--- config.mk ---
export PLATFORM = sky130hd
export DESIGN_NAME = traffic_cmd_rx_flat
export DESIGN_NICKNAME = d
export VERILOG_FILES = /design/src/rtl/traffic_cmd_rx_if.sv /design/src/rtl/traffic_cmd_rx.sv /design/src/flat_wrapper.sv
export SDC_FILE = /design/constraint.sdc
export NUM_CORES = 1
export LEC_CHECK = 0
export CORE_MARGIN = 4
export CORE_UTILIZATION = 25
export DETAILED_ROUTE_END_ITERATION = 7
export PLACE_DENSITY = 0.51
export SETUP_SLACK_MARGIN = 0.4
export SLEW_MARGIN = 20
export SYNTH_ARGS = -nofsm -noshare
export SYNTH_HDL_FRONTEND = slang
export SYNTH_SLANG_ARGS = --single-unit
--- constraint.sdc ---
create_clock -name clk_i -period 4.65 [get_ports clk_i]
set_input_delay 0.465 -clock clk_i [delete_from_list [all_inputs] [get_ports clk_i]]
set_output_delay 0.465 -clock clk_i [all_outputs]
set_load 0.05 [all_outputs]
--- src/rtl/traffic_cmd_rx_if.sv ---
// Command receiver bus: gated serial input towards the receiver and the
// decoded command port that feeds the traffic light controller.
interface traffic_cmd_rx_if;
    logic        data_i;
    logic        data_val_i;
    logic [2:0]  cmd_type_o;
    logic [15:0] cmd_data_o;
    logic        cmd_valid_o;
    logic        err_o;
    logic        busy_o;

    // Serial source side: drives bits, observes decoded commands.
    modport master (
        output data_i,
        output data_val_i,
        input  cmd_type_o,
        input  cmd_data_o,
        input  cmd_valid_o,
        input  err_o,
        input  busy_o
    );

    // Receiver side: samples bits, drives decoded commands.
    modport slave (
        input  data_i,
        input  data_val_i,
        output cmd_type_o,
        output cmd_data_o,
        output cmd_valid_o,
        output err_o,
        output busy_o
    );
endinterface

--- src/rtl/traffic_cmd_rx.sv ---
// Serial command receiver: hunts for a sync word, captures a 3-bit type and
// 16-bit data word MSB-first, checks even parity and type legality, and
// presents legal commands as a single-cycle pulse on registered outputs.
module traffic_cmd_rx #(
    parameter int                SYNC_W         = 8,
    parameter logic [SYNC_W-1:0] SYNC_WORD      = 8'hA5,
    parameter int                TIMEOUT_CYCLES = 64,
    parameter int                MAX_CMD_TYPE   = 5
) (
    input  logic            clk_i,
    input  logic            srst_i,
    traffic_cmd_rx_if.slave bus
);

    localparam logic [1:0] HUNT   = 2'd0;
    localparam logic [1:0] TYPE   = 2'd1;
    localparam logic [1:0] DATA   = 2'd2;
    localparam logic [1:0] PARITY = 2'd3;

    localparam int             TMO_W    = $clog2(TIMEOUT_CYCLES + 1);
    localparam logic [TMO_W-1:0] TMO_LAST = TMO_W'(TIMEOUT_CYCLES - 1);
    localparam logic [2:0]     MAX_TYPE = 3'(MAX_CMD_TYPE);

    // Even parity across type, data and the parity bit itself.
    function automatic logic frame_parity_ok(input logic [2:0]  t,
                                             input logic [15:0] d,
                                             input logic        p);
        return (^{t, d, p}) == 1'b0;
    endfunction

    logic [1:0]        state_r;
    logic [1:0]        state_nxt_s;
    logic [SYNC_W-1:0] sync_r;
    logic [SYNC_W-1:0] sync_cand_s;
    logic              sync_hit_s;
    logic [4:0]        bit_cnt_r;
    logic [TMO_W-1:0]  tmo_cnt_r;
    logic              tmo_hit_s;
    logic [2:0]        type_sh_r;
    logic [15:0]       data_sh_r;
    logic              accept_s;
    logic              reject_s;
    logic              timeout_s;
    logic [2:0]        cmd_type_r;
    logic [15:0]       cmd_data_r;
    logic              cmd_valid_r;
    logic              err_r;
    logic              busy_r;

    assign sync_cand_s = {sync_r[SYNC_W-2:0], bus.data_i};
    assign sync_hit_s  = bus.data_val_i && (sync_cand_s == SYNC_WORD);
    assign tmo_hit_s   = !bus.data_val_i && (tmo_cnt_r == TMO_LAST);

    // Frame sequencing: next state plus accept / reject / timeout decisions.
    always_comb begin
        state_nxt_s = state_r;
        accept_s    = 1'b0;
        reject_s    = 1'b0;
        timeout_s   = 1'b0;
        case (state_r)
            HUNT: begin
                if (sync_hit_s) begin
                    state_nxt_s = TYPE;
                end else begin
                    state_nxt_s = HUNT;
                end
            end
            TYPE: begin
                if (bus.data_val_i) begin
                    if (bit_cnt_r == 5'd2) begin
                        state_nxt_s = DATA;
                    end else begin
                        state_nxt_s = TYPE;
                    end
                end else if (tmo_hit_s) begin
                    state_nxt_s = HUNT;
                    timeout_s   = 1'b1;
                end else begin
                    state_nxt_s = TYPE;
                end
            end
            DATA: begin
                if (bus.data_val_i) begin
                    if (bit_cnt_r == 5'd15) begin
                        state_nxt_s = PARITY;
                    end else begin
                        state_nxt_s = DATA;
                    end
                end else if (tmo_hit_s) begin
                    state_nxt_s = HUNT;
                    timeout_s   = 1'b1;
                end else begin
                    state_nxt_s = DATA;
                end
            end
            PARITY: begin
                if (bus.data_val_i) begin
                    state_nxt_s = HUNT;
                    if (frame_parity_ok(type_sh_r, data_sh_r, bus.data_i) &&
                        (type_sh_r <= MAX_TYPE)) begin
                        accept_s = 1'b1;
                    end else begin
                        reject_s = 1'b1;
                    end
                end else if (tmo_hit_s) begin
                    state_nxt_s = HUNT;
                    timeout_s   = 1'b1;
                end else begin
                    state_nxt_s = PARITY;
                end
            end
            default: begin
                state_nxt_s = HUNT;
            end
        endcase
    end

    // State register and registered busy flag (high outside HUNT).
    always_ff @(posedge clk_i) begin
        if (srst_i) begin
            state_r <= HUNT;
            busy_r  <= 1'b0;
        end else begin
            state_r <= state_nxt_s;
            busy_r  <= (state_nxt_s != HUNT);
        end
    end

    // Sync hunting shift register; cleared on a hit so the next frame must resend it.
    always_ff @(posedge clk_i) begin
        if (srst_i) begin
            sync_r <= '0;
        end else if ((state_r == HUNT) && bus.data_val_i) begin
            if (sync_hit_s) begin
                sync_r <= '0;
            end else begin
                sync_r <= sync_cand_s;
            end
        end
    end

    // Field bit counter (restarts on every state change) and inactivity timer.
    always_ff @(posedge clk_i) begin
        if (srst_i) begin
            bit_cnt_r <= 5'd0;
            tmo_cnt_r <= '0;
        end else begin
            if (state_nxt_s != state_r) begin
                bit_cnt_r <= 5'd0;
            end else if (bus.data_val_i && ((state_r == TYPE) || (state_r == DATA))) begin
                bit_cnt_r <= bit_cnt_r + 5'd1;
            end
            if ((state_nxt_s == HUNT) || bus.data_val_i) begin
                tmo_cnt_r <= '0;
            end else begin
                tmo_cnt_r <= tmo_cnt_r + TMO_W'(1);
            end
        end
    end

    // Shadow capture of type and data; stale contents are dropped at each new sync.
    always_ff @(posedge clk_i) begin
        if (srst_i) begin
            type_sh_r <= 3'd0;
            data_sh_r <= 16'd0;
        end else if ((state_r == HUNT) && sync_hit_s) begin
            type_sh_r <= 3'd0;
            data_sh_r <= 16'd0;
        end else if ((state_r == TYPE) && bus.data_val_i) begin
            type_sh_r <= {type_sh_r[1:0], bus.data_i};
        end else if ((state_r == DATA) && bus.data_val_i) begin
            data_sh_r <= {data_sh_r[14:0], bus.data_i};
        end
    end

    // Command outputs: load only on acceptance; valid and error are one-cycle pulses.
    always_ff @(posedge clk_i) begin
        if (srst_i) begin
            cmd_type_r  <= 3'd0;
            cmd_data_r  <= 16'd0;
            cmd_valid_r <= 1'b0;
            err_r       <= 1'b0;
        end else begin
            cmd_valid_r <= accept_s;
            err_r       <= reject_s | timeout_s;
            if (accept_s) begin
                cmd_type_r <= type_sh_r;
                cmd_data_r <= data_sh_r;
            end
        end
    end

    assign bus.cmd_type_o  = cmd_type_r;
    assign bus.cmd_data_o  = cmd_data_r;
    assign bus.cmd_valid_o = cmd_valid_r;
    assign bus.err_o       = err_r;
    assign bus.busy_o      = busy_r;

endmodule

--- src/flat_wrapper.sv ---
// flat-port wrapper written by rule: the top's interface ports become plain ports
module traffic_cmd_rx_flat 
#(
    parameter int                SYNC_W         = 8,
    parameter logic [SYNC_W-1:0] SYNC_WORD      = 8'hA5,
    parameter int                TIMEOUT_CYCLES = 64,
    parameter int                MAX_CMD_TYPE   = 5
)
  (clk_i, srst_i, bus_data_i, bus_data_val_i, bus_cmd_type_o, bus_cmd_data_o, bus_cmd_valid_o, bus_err_o, bus_busy_o);
  traffic_cmd_rx_if bus_i ();
  input  logic clk_i;
  input  logic srst_i;
  input wire logic [$bits(bus_i.data_i)-1:0] bus_data_i;
  input wire logic [$bits(bus_i.data_val_i)-1:0] bus_data_val_i;
  output wire logic [$bits(bus_i.cmd_type_o)-1:0] bus_cmd_type_o;
  output wire logic [$bits(bus_i.cmd_data_o)-1:0] bus_cmd_data_o;
  output wire logic [$bits(bus_i.cmd_valid_o)-1:0] bus_cmd_valid_o;
  output wire logic [$bits(bus_i.err_o)-1:0] bus_err_o;
  output wire logic [$bits(bus_i.busy_o)-1:0] bus_busy_o;
  assign bus_i.data_i = bus_data_i;
  assign bus_i.data_val_i = bus_data_val_i;
  assign bus_cmd_type_o = bus_i.cmd_type_o;
  assign bus_cmd_data_o = bus_i.cmd_data_o;
  assign bus_cmd_valid_o = bus_i.cmd_valid_o;
  assign bus_err_o = bus_i.err_o;
  assign bus_busy_o = bus_i.busy_o;
  traffic_cmd_rx #(.SYNC_W(SYNC_W), .SYNC_WORD(SYNC_WORD), .TIMEOUT_CYCLES(TIMEOUT_CYCLES), .MAX_CMD_TYPE(MAX_CMD_TYPE)) u_core (.clk_i(clk_i), .srst_i(srst_i), .bus(bus_i));
endmodule
[Yosys cells after proc, flatten, opt, wreduce, memory -nomap -nowiden]
Cells that the tools add are included.
Word-level totals
  word-level logic and storage cells: 65
  latch bits: 0
  output and inout bits: 22
  memory bits (writable): 0
  register bits after elaboration: 62
  memories: 0
  ROM bits: 0
  input bits: 4
Operators by class
  equality and inequality tests: 8
  bitwise gates (word level): 3
  multiplexer cells: 20
  add/subtract/negate cells: 2
  divide/modulo/power cells: 0
  order comparisons: 1
  multiply operators: 0
  reduce and logical (&&, ||, !) cells: 20
  shifts and indexed selects: 0
Operators with widths (number)
  XOR reduction 20 bit: 1
  two-way mux 1 bit: 12
  two-way mux 2 bit: 6
  equality test 8 bit, second input constant: 1
  logical AND 1 bit: 8
  one-hot mux 2 bit (4 select lines): 1
  adder 7 x 1 -> 7 bit, second input constant: 1
  equality test 7 x 6 -> 1 bit, second input constant: 1
  two-way mux 7 bit: 1
  OR reduction 2 bit: 3
  adder 5 x 1 -> 5 bit, second input constant: 1
  equality test 5 x 2 -> 1 bit, second input constant: 1
  equality test 5 x 4 -> 1 bit, second input constant: 1
  equality test 2 bit, second input constant: 2
  logical NOT 2 bit: 2
  less-or-equal comparator 3 bit, second input constant: 1
  OR reduction 3 bit: 1
  equality test 2 x 1 -> 1 bit, second input constant: 1
  logical OR 1 bit: 2
  != test 2 bit: 1
  NOT 1 bit: 2
  AND reduction 2 bit: 1
  nonzero test 2 bit: 1
  logical NOT 1 bit: 1
  OR 1 bit: 1

[Depth between registers and ports, before layout]
Gate-level depths: netlist of run 1.
  word-level depth: 8
  depth in mapped cells: 10
  gate-level depth less buffers: 9

[Worst setup path before layout of run 1]
Ideal clock, no wire load.
  kind: register -> register
  start: register u_core.type_sh_r[1]
  end: register u_core.cmd_data_r[10] (netlist: u_core.bus.cmd_data_o[10])
  period minus slack after synthesis: 2.186 ns
  arrival: 2.114 ns
  setup time: 0.072 ns
  slack: 2.464 ns
  required time: 4.578 ns
  buffers on the path: 2
  cell stages (with the launch flop): 10
  path through: dfxtp_1 -> ha_1 -> xnor2_1 -> xnor2_1 -> xnor3_1 -> xnor2_2 -> nor3_2 -> buf_6 -> buf_8 -> mux2i_1
On the way
  longest elaborated chain between the ends: 6
  elaborated cells on any way between the ends: 7
Ends and longest elaborated chain
  start, declared: line traffic_cmd_rx.sv:39  | logic [2:0] type_sh_r;
  start signal, assigned: line traffic_cmd_rx.sv:170  | type_sh_r <= {type_sh_r[1:0], bus.data_i};
  XOR reduction 20 bit: line traffic_cmd_rx.sv:28  | return (^{t, d, p}) == 1'b0;
  NOT 1 bit: line traffic_cmd_rx.sv:28
  logical AND 1 bit *: line traffic_cmd_rx.sv:99  | if (frame_parity_ok(type_sh_r, data_sh_r, bus.data_i) &&
  two-way mux 1 bit *: line traffic_cmd_rx.sv:99
  two-way mux 1 bit *: line traffic_cmd_rx.sv:97  | if (bus.data_val_i) begin
  two-way mux 1 bit *: line traffic_cmd_rx.sv:60  | case (state_r)
  end signal, assigned: line traffic_cmd_rx.sv:188  | cmd_data_r <= data_sh_r;
  end, declared: line traffic_cmd_rx.sv:45  | logic [15:0] cmd_data_r;
Mark *: on every way between the ends. The rest lies on a longest branch, timed or not.
A chain may end at the register's enable or synchronous reset.

[Worst setup path after layout of run 1]
  start: register u_core.type_sh_r[1]
  end: register u_core.cmd_data_r[3] (netlist: u_core.bus.cmd_data_o[3])
The elaborated chain is that of the path after synthesis.

==> impl_metrics.toml, run 1 <==
[sta]
grt_setup_unrepaired = "false"
fin_setup_tns_ns = 0
setup_violations = 0
report.final.slew_viol_count = 0
fin_skew_ns = 0.00701
tightest_slew_ns = 0.639
layout_min_cycle_time_ns = 2.61
relSlewSlack = 0.571
max_freq_ghz = 0.384
finalHoldViolations = 0
period_share = 0.560
layout_setup_ws_ns = 2.04

[critical_path]
critPathKind = "reg2reg"
critPathCaptureType = "flop"
crit_required_ns = 4.91
timing.rr.end = "u_core.bus.cmd_data_o[3]$_SDFFE_PP0P_"
worstSetupEndpoint = "u_core.bus.cmd_data_o[3]$_SDFFE_PP0P_"
cp_max_fo = 11
crit_arrival_ns = 2.87
worstSetupStartpoint = "u_core.type_sh_r[1]$_SDFFE_PP0P_"
rrSetupSlack_ns = 2.04
ff2ff_path_depth = 8
cp-start-kind = "flop"
r2r-start = "u_core.type_sh_r[1]$_SDFFE_PP0P_"

[routing]
routed_wl_mm = 5.60
vias_per_cell = 4.35
final_antenna_net_count = 0
wl_per_cell_um = 11.6
wl_met3_um = 249
dr_total_vias = 2090
drc = 0
top_layer = "met4"
wl_met1_mm = 2.83
firstDrtPassIters = 4
wl_met2_mm = 2.38
drt_iter0_markers = 109

[layout]
fin_area_um2 = 3370
fillCellCount = 1160
syn_to_final_growth_pct = 24.1
final_common_cell = "nand2_1"
nets = 354
layout_common_cells = "89 x nand2_1, 62 x dfxtp_1, 30 x a21oi_1"
antenna_cells = 0
drive_gt1_frac = 0.0696
layout.cells.non_filler = 481

[global_routing]
grt_usage = 0.0960
grt_max_degree = 23
grt_first_pass_wirelength_mm = 9.80
grt_pass1_vias = 2001
grt_antenna_before_repair = 0
grt.overflow.total = 0

[yosys]
synth_enable_flop_cells = 0
yosysSeqAreaShare = 0.457
synth_area_per_cell_um2 = 8.60
synthesis.nets = 330
ys_warn_count = 0
synth_seq_cells = 62
synth-main-ff-cell = "dfxtp_1"
synth_cells = 316
synth_cell_types = 36
synth_area_um2 = 2720
synthArstFlopShare = 0

[power_and_ir_drop]
power_mw = 1.19
leakagePower_nw = 1.11
power_density_nw_per_um2 = 354
ir_drop_mv = 0.138

[floorplanning]
die_w_um = 112
die_area_um2 = 12600
placementRows = 37
die_h_um = 112
io_pins = 26
start_util = 0.260
coreArea_um2 = 10500

[flow_run]
drv_cap = 0

[clocking]
clock_latency_ns = 0.34
ctsHtreeMaxLevel = 3
post_cts_buffers = 0
clockBufferDepth = 2
ctsHoldBuffers = 0
root_buffer = "clkbuf_8"
post_cts_resized = 0
clk_pin_slew_ns = 0.07
cts_tree = "yes"
cts_sinks = 62
cts_buffers = 9

[placed_design]
pre_cts_ws_ns = 1.82
post-place-cells = 465
placed_cell_area_um2 = 3100
hpwl_mm = 3.92
io_buffers = 25
gp_congestion = 0.736

[worst_hold_path]
hold_path_class = "reg2reg"
whs_path_depth = 2

[status]
status = "completed"
synthesized netlist by cell type, types with 2 or more instances:
cell / instances / area [um^2]
clkbuf_1: 13 / 48.8
dfxtp_1: 62 / 1240
nor2b_1: 2 / 12.5
mux2i_1: 19 / 190
nand2_1: 89 / 334
ha_1: 10 / 125
nand3_1: 14 / 70.1
inv_1: 7 / 26.3
and3_1: 3 / 18.8
a21oi_1: 30 / 150
xnor2_1: 20 / 175
nor2_1: 18 / 67.6
nor4_1: 2 / 12.5
xor2_1: 5 / 43.8
kinds of logic after synthesis:
group / synth area share
buf+inv: 0.0387
compound gates: 0.0746
fa+ha+maj: 0.0461
xor+xnor: 0.0949
flops: 0.457
mux: 0.0700
simple gates: 0.219
worst min-delay path by stage:
stage,endpoint,start
3_5_place_dp,u_core.bus.cmd_data_o[7]$_SDFFE_PP0P_,u_core.bus.cmd_data_o[7]$_SDFFE_PP0P_
4_1_cts,u_core.bus.cmd_data_o[14]$_SDFFE_PP0P_,u_core.bus.cmd_data_o[14]$_SDFFE_PP0P_
2_1_floorplan,u_core.sync_r[6]$_SDFFE_PP0P_,u_core.sync_r[6]$_SDFFE_PP0P_
3_3_place_gp,u_core.bus.cmd_type_o[2]$_SDFFE_PP0P_,u_core.bus.cmd_type_o[2]$_SDFFE_PP0P_
6_report,u_core.bus.cmd_type_o[1]$_SDFFE_PP0P_,u_core.bus.cmd_type_o[1]$_SDFFE_PP0P_
5_1_grt,u_core.sync_r[6]$_SDFFE_PP0P_,u_core.sync_r[6]$_SDFFE_PP0P_
state kept, by name (all words and copies together), names as in the netlist, 2 cells and up:
signal and count:
u_core.tmo_cnt_r 7, u_core.data_sh_r 16, u_core.bit_cnt_r 5, u_core.bus.cmd_type_o 3
u_core.sync_r 7, u_core.type_sh_r 3, u_core.bus.cmd_data_o 16, u_core.state_r 2
routing by layer:
metal  GRT usage  vias to the layer above
li1            -                     1083
met1       0.125                      964
met2       0.141                       34
met3      0.0275                        9
met4      0.0553                        0
met5           0                        -
cell type report:
cell class / count / area [um^2] / share of cell area
Tap cell: 136 / 170 / 0.0505
Clock buffer: 10 / 138 / 0.0408
Inverter: 8 / 30.0 / 0.00891
Clock inverter: 6 / 133 / 0.0393
Sequential cell: 62 / 1240 / 0.368
Multi-Input combinational cell: 231 / 1380 / 0.409
Timing Repair Buffer: 28 / 280 / 0.0831
power by group:
| part | switching, mW | total [mW] | internal [mW] |
|---|---|---|---|
| registers | 0.000601 | 0.532 | 0.532 |
| logic | 0.0174 | 0.0237 | 0.00623 |
| clock network | 0.212 | 0.636 | 0.424 |
through the flow:
step	hold slack [ns]	utilization
after global placement	0.445	0.295
after detailed placement	0.450	0.296
final	0.458	0.322
after global routing	0.481	0.322
after CTS	0.461	0.322
after floorplan	0.437	-
worst max-delay path: stages (launching register included):
cell and delay [ns]:
dfxtp_1 0.34, ha_1 0.31, xnor2_1 0.17, xnor2_1 0.14, xnor3_1 0.45, xnor2_2 0.18
nor3_4 0.50, buf_8 0.24, mux2i_1 0.20
Note: power is estimated with default switching activity, not from simulation.
==> run 2: changes to the inputs <==
--- a/config.mk
+++ b/config.mk
@@ -8,7 +8,7 @@
 export CORE_MARGIN = 4
 export CORE_UTILIZATION = 25
 export DETAILED_ROUTE_END_ITERATION = 7
-export PLACE_DENSITY = 0.51
+export PLACE_DENSITY = 0.53
 export SETUP_SLACK_MARGIN = 0.4
 export SLEW_MARGIN = 20
 export SYNTH_ARGS = -nofsm -noshare
==> constraint.sdc (replaced) <==
create_clock -name clk_i -period 2.3 [get_ports clk_i]
set_input_delay 0.23 -clock clk_i [delete_from_list [all_inputs] [get_ports clk_i]]
set_output_delay 0.23 -clock clk_i [all_outputs]
set_load 0.05 [all_outputs]
==> run 2 against run 1 <==
- register-to-register slack worse by 1.8 ns
- sequential power is 100% higher
- routed wire length rose by 5.6%
- flip-flop and latch count unchanged
- global-route usage shrank 0.053 points
- largest cell class unchanged
==> impl_metrics.toml, run 2 (synthesized netlist as in run 1, its figures left out) <==
[placed_design]
io_buffers = 25
post-place-cells = 475
hpwl_mm = 3.96
gp_congestion = 0.734
placed_cell_area_um2 = 3190

[clocking]
clock_latency_ns = 0.35
ctsHtreeMaxLevel = 3
clockBufferDepth = 2
root_buffer = "clkbuf_8"
cts_tree = "yes"
cts_buffers = 9
cts_sinks = 62
clk_pin_slew_ns = 0.07

[floorplanning]
start_util = 0.260
placementRows = 37
die_area_um2 = 12600
coreArea_um2 = 10500
die_w_um = 112
die_h_um = 112
io_pins = 26

[flow_run]
drv_cap = 0

[routing]
routed_wl_mm = 5.91
wl_met1_mm = 2.87
top_layer = "met4"
wl_met3_um = 215
final_antenna_net_count = 0
dr_total_vias = 2176
drc = 0
firstDrtPassIters = 4
vias_per_cell = 4.39
wl_per_cell_um = 11.9
wl_met2_mm = 2.67
drt_iter0_markers = 60

[power_and_ir_drop]
switching_share = 0.238
ir_drop_mv = 0.195
power_frac_seq = 0.555
power_density_nw_per_um2 = 546
internal-power_mw = 1.47
p_switching_mw = 0.460
leakagePower_nw = 1.16
clkPwrFrac = 0.415
combPwrFrac = 0.030
power_mw = 1.93

[global_routing]
grt.overflow.total = 0
grt_first_pass_wirelength_mm = 9.71
grt_antenna_before_repair = 0
grt_pass1_vias = 2057
grt_usage = 0.0955
grt_max_degree = 22

[sta]
finalHoldViolations = 0
setup_violations = 0
relSlewSlack = 0.662
layout_min_cycle_time_ns = 2.04
max_freq_ghz = 0.490
period_share = 0.888
grt_setup_unrepaired = "true"
tightest_slew_ns = 0.506
fin_setup_tns_ns = 0
report.final.slew_viol_count = 0
fin_skew_ns = 0.00773

[critical_path]
crit_arrival_ns = 2.32
rrSetupSlack_ns = 0.26
critPathCaptureType = "flop"
cp_max_fo = 5
cp-start-kind = "flop"
timing.rr.end = "u_core.bus.cmd_data_o[14]$_SDFFE_PP0P_"
crit_required_ns = 2.58
critPathMaxStageDelay_ns = 0.35
cp_cell_sequence = "ha_4, xnor2_2, xnor2_1, xnor3_1, xnor2_2, nor3_4, buf_6, buf_6, mux2i_1"
worstSetupStartpoint = "u_core.type_sh_r[2]$_SDFFE_PP0P_"
critPathSlowestCell = "dfxtp_4"
ff2ff_path_depth = 9
r2r-start = "u_core.type_sh_r[2]$_SDFFE_PP0P_"
critPathKind = "reg2reg"

[worst_hold_path]
hold_path_class = "reg2reg"
whs_path_depth = 2
min_from = "u_core.bus.cmd_data_o[1]$_SDFFE_PP0P_"
hold-path-endpoint = "u_core.bus.cmd_data_o[1]$_SDFFE_PP0P_"

[layout]
antenna_cells = 0
fillCellCount = 1113
layout_common_cells = "89 x nand2_1, 55 x dfxtp_1, 29 x a21oi_1"
ff_latch_area_um2 = 1260
fin_area_um2 = 3540
postLayoutCoreUtil = 0.338
nets = 370
final_common_cell = "nand2_1"
syn_to_final_growth_pct = 30.2
drive_gt1_frac = 0.172
layout.cells.non_filler = 496
multi_input_area_um2 = 1510

[status]
status = "completed"
[run 2: worst max-delay path: cells and delay by family (launching register included)]
family / cells / cell delay (ns)
xor gates and xnor gates: 4 / 0.75
DFF: 1 / 0.35
and+or+nand+nor: 1 / 0.20
buffers and inverters: 2 / 0.25
adders and majority gates: 1 / 0.24
muxes: 1 / 0.17
[run 2: routing by layer]
metal  vias up  GRT usage
li1       1121          -
met1      1001      0.121
met2        42      0.145
met3        12     0.0226
met4         0     0.0609
met5         -          0
[run 2: power by group through the flow]
stage | Combinational (mW) | Sequential, mW | Clock [mW]
3_5_place_dp | 0.0556 | 1.10 | 0
4_1_cts | 0.0574 | 1.08 | 0.828
2_1_floorplan | 0.0311 | 1.10 | 0
6_report | 0.0573 | 1.07 | 0.802
5_1_grt | 0.0638 | 1.07 | 0.867
3_3_place_gp | 0.0550 | 1.10 | 0
[run 2: worst max-delay path by stage]
stage / endpoint / slack (ns) / cells past startpoint
after floorplan: u_core.bus.cmd_data_o[10]$_SDFFE_PP0P_ / 0.30 / 9
after global placement: u_core.bus.cmd_data_o[11]$_SDFFE_PP0P_ / 0.13 / 8
after detailed placement: u_core.bus.cmd_data_o[8]$_SDFFE_PP0P_ / 0.08 / 8
after CTS: u_core.bus.cmd_data_o[14]$_SDFFE_PP0P_ / 0.23 / 9
after global routing: u_core.bus.cmd_data_o[4]$_SDFFE_PP0P_ / 0.09 / 9
final: u_core.bus.cmd_data_o[14]$_SDFFE_PP0P_ / 0.26 / 9
[run 2: layout make-up]
| type | count | share of cell area |
|---|---|---|
| Sequential cell | 62 | 0.356 |
| Timing Repair Buffer | 44 | 0.115 |
| Inverter | 8 | 0.00849 |
| Tap cell | 136 | 0.0481 |
| Clock inverter | 4 | 0.00708 |
| Multi-Input combinational cell | 231 | 0.427 |
| Clock buffer | 11 | 0.0372 |
[run 2: what timing repair did]
| action | in CTS | in global routing |
|---|---|---|
| endpoints found under the hold margin | 0 | 0 |
| buffers inserted | 3 | 2 |
| setup endpoints to repair | 31 | 34 |
| pin swaps | 0 | 19 |
| hold buffers | 0 | 0 |
| resized for setup | 12 | 25 |
| cloned | 1 | 0 |
[run 2: metrics by stage]
step | worst slack [ns] | hold WS [ns]
floorplan | 0.297 | 0.307
global placement | 0.127 | 0.446
detailed placement | 0.0803 | 0.448
CTS | 0.235 | 0.458
global route | 0.0929 | 0.472
finish | 0.259 | 0.455
==> run 3: changes to the inputs <==
--- a/config.mk
+++ b/config.mk
@@ -5,10 +5,11 @@
 export SDC_FILE = /design/constraint.sdc
 export NUM_CORES = 1
 export LEC_CHECK = 0
+export ABC_AREA = 1
 export CORE_MARGIN = 4
 export CORE_UTILIZATION = 25
 export DETAILED_ROUTE_END_ITERATION = 7
-export PLACE_DENSITY = 0.53
+export PLACE_DENSITY = 0.52
 export SETUP_SLACK_MARGIN = 0.4
 export SLEW_MARGIN = 20
 export SYNTH_ARGS = -nofsm -noshare
==> run 3 against run 2 <==
- critical path depth rose by 1
- core utilization fell by 0.25 points
- synthesized cell count rose by 54%
- cell count rose by 42%
- worst setup slack improved by 0.16 ns
- clock power rose by 52%
- global-route usage rose by 1.3 points
- power rose by 23%
- flip-flop and latch count did not move
- sequential share of layout area fell by 6.2 points
- critical path type unchanged
- largest power group is now the clock network
==> impl_metrics.toml, run 3 <==
[worst_hold_path]
hold_path_class = "reg2reg"

[yosys]
synth-main-ff-cell = "dfxtp_1"
synth_commonest_cells = "143 x nand2_1, 77 x inv_1, 62 x dfxtp_1, 38 x nand4_1, 32 x nor2_1"
synth_top_area_frac = 0.377
yosysSeqAreaShare = 0.377
synthArstFlopShare = 0
ys_top_cells_by_area = "dfxtp_1 38%, nand2_1 16%, inv_1 8.8%"
synth_cell_types = 31
synth_area_um2 = 3290
synth_enable_flop_cells = 0
synth_cells = 487
synth_seq_cells = 62
synth_largest_area_cell = "dfxtp_1"
ys_warn_count = 0
synthesis.nets = 501
yosysMostFrequentCell = "nand2_1"
synth_area_per_cell_um2 = 6.76

[floorplanning]
start_util = 0.258
io_pins = 26
die_w_um = 123
coreArea_um2 = 12800
placementRows = 41
die_h_um = 123
die_area_um2 = 15100

[routing]
routed_wl_mm = 7.81
top_layer = "met4"
final_antenna_net_count = 0
drt_iter0_markers = 138
drc = 0
wl_met1_mm = 3.84
wl_per_cell_um = 11.1
firstDrtPassIters = 4
wl_met3_um = 215
dr_total_vias = 3059
vias_per_cell = 4.35
wl_met2_mm = 3.61

[clocking]
ctsHtreeMaxLevel = 3
clk_pin_slew_ns = 0.05
clock_latency_ns = 0.33
cts_buffers = 9
cts_tree = "yes"
clockBufferDepth = 2
cts_sinks = 62
root_buffer = "clkbuf_16"

[layout]
nets = 542
postLayoutCoreUtil = 0.335
layout_common_cells = "136 x nand2_1, 72 x inv_1, 47 x dfxtp_1"
syn_to_final_growth_pct = 30.1
final_common_cell = "nand2_1"
fillCellCount = 1329
drive_gt1_frac = 0.212
antenna_cells = 0

[power_and_ir_drop]
power_density_nw_per_um2 = 556
ir_drop_mv = 0.418
power_mw = 2.38
leakagePower_nw = 1.74

[flow_run]
drv_cap = 0

[critical_path]
cp_max_fo = 10
cpLargestDelayFamily = "flip-flops"
critPathMaxStageDelay_ns = 0.45
cp_cell_sequence = "ha_4, xor2_2, xor2_2, inv_1, nand3_2, nand4_4, clkbuf_16, nand2_2, inv_1, nor2_1"
critPathCaptureType = "flop"
critPathKind = "reg2reg"
cp-start-kind = "flop"
crit_arrival_ns = 2.15
critPathSlowestCell = "dfxtp_1"
crit_required_ns = 2.56
critPathBufInv = 3

[sta]
setup_violations = 0
max_freq_ghz = 0.530
finalHoldViolations = 0
relSlewSlack = 0.658
grt_setup_unrepaired = "false"
layout_min_cycle_time_ns = 1.89
report.final.slew_viol_count = 0
tightest_slew_ns = 0.511
fin_setup_tns_ns = 0
period_share = 0.820
fin_skew_ns = 0.00578

[global_routing]
grt_antenna_before_repair = 0
grt_pass1_vias = 2976
grt_first_pass_wirelength_mm = 13.0
grt.overflow.total = 0
grt_usage = 0.108
grt_max_degree = 21

[placed_design]
hpwl_mm = 5.23
gp_congestion = 0.817
io_buffers = 25

[status]
status = "completed"
## run 3: cells by family (layout without fill, tap and decap cells)
kind of cell	Yosys count	count (layout)	synth area share
buffers and inverters	100	142	0.125
adders and majority gates	10	10	0.0380
xor gates and xnor gates	6	6	0.0182
AOI/OAI and AO/OA	36	36	0.0589
and+or+nand+nor	273	276	0.384
DFF	62	62	0.377
## run 3: power by group
part / internal [mW] / total [mW] / switching [mW]
registers: 1.08 / 1.08 / 0.00243
logic: 0.0287 / 0.0870 / 0.0583
clock network: 0.779 / 1.22 / 0.438
total: 1.89 / 2.38 / 0.498
## run 3: final cells by class
cell class,instances,area (um^2),share of cell area
multi-input cells,328,1780,0.414
flip-flops and latches,62,1260,0.295
clock inverters,1,5.00,0.00117
well taps,172,215,0.0502
clock buffers,14,264,0.0616
inverters,80,300,0.0701
repair buffers,47,463,0.108
## run 3: routing by layer
metal  vias up  track usage
met3        13       0.0359
met1      1394        0.137
met4         0       0.0392
met2        39        0.171
li1       1613            -
met5         -            0
## run 3: path summary, 6_finish.rpt
path	from	slack [ns]	depth (start not counted)	end
max	u_core.type_sh_r[2]$_SDFFE_PP0P_	0.41	10	u_core.bus.cmd_data_o[15]$_SDFFE_PP0P_
min	u_core.tmo_cnt_r[0]$_SDFF_PP0_	0.44	1	u_core.tmo_cnt_r[0]$_SDFF_PP0_
max reg2reg	u_core.type_sh_r[2]$_SDFFE_PP0P_	0.41	10	u_core.bus.cmd_data_o[15]$_SDFFE_PP0P_
min reg2reg	u_core.tmo_cnt_r[0]$_SDFF_PP0_	0.44	1	u_core.tmo_cnt_r[0]$_SDFF_PP0_
## run 3: timing repair
item / 4_1_cts / 5_1_grt
hold buffers: 0 / 0
endpoints found under the setup margin: 19 / 32
setup buffers: 0 / 6
gates resized for setup: 3 / 45
pin swaps: 0 / 4
gates cloned: 0 / 5
## run 3: per-stage QoR
step / instances / instance area, um^2 / hold slack, ns / setup WS, ns
after floorplan: 487 / 3290 / 0.299 / 0.633
after global placement: 678 / 3750 / 0.446 / 0.234
after detailed placement: 678 / 3750 / 0.452 / 0.201
after CTS: 693 / 4040 / 0.459 / 0.449
after global routing: 704 / 4290 / 0.453 / 0.334
final: 704 / 4290 / 0.436 / 0.415
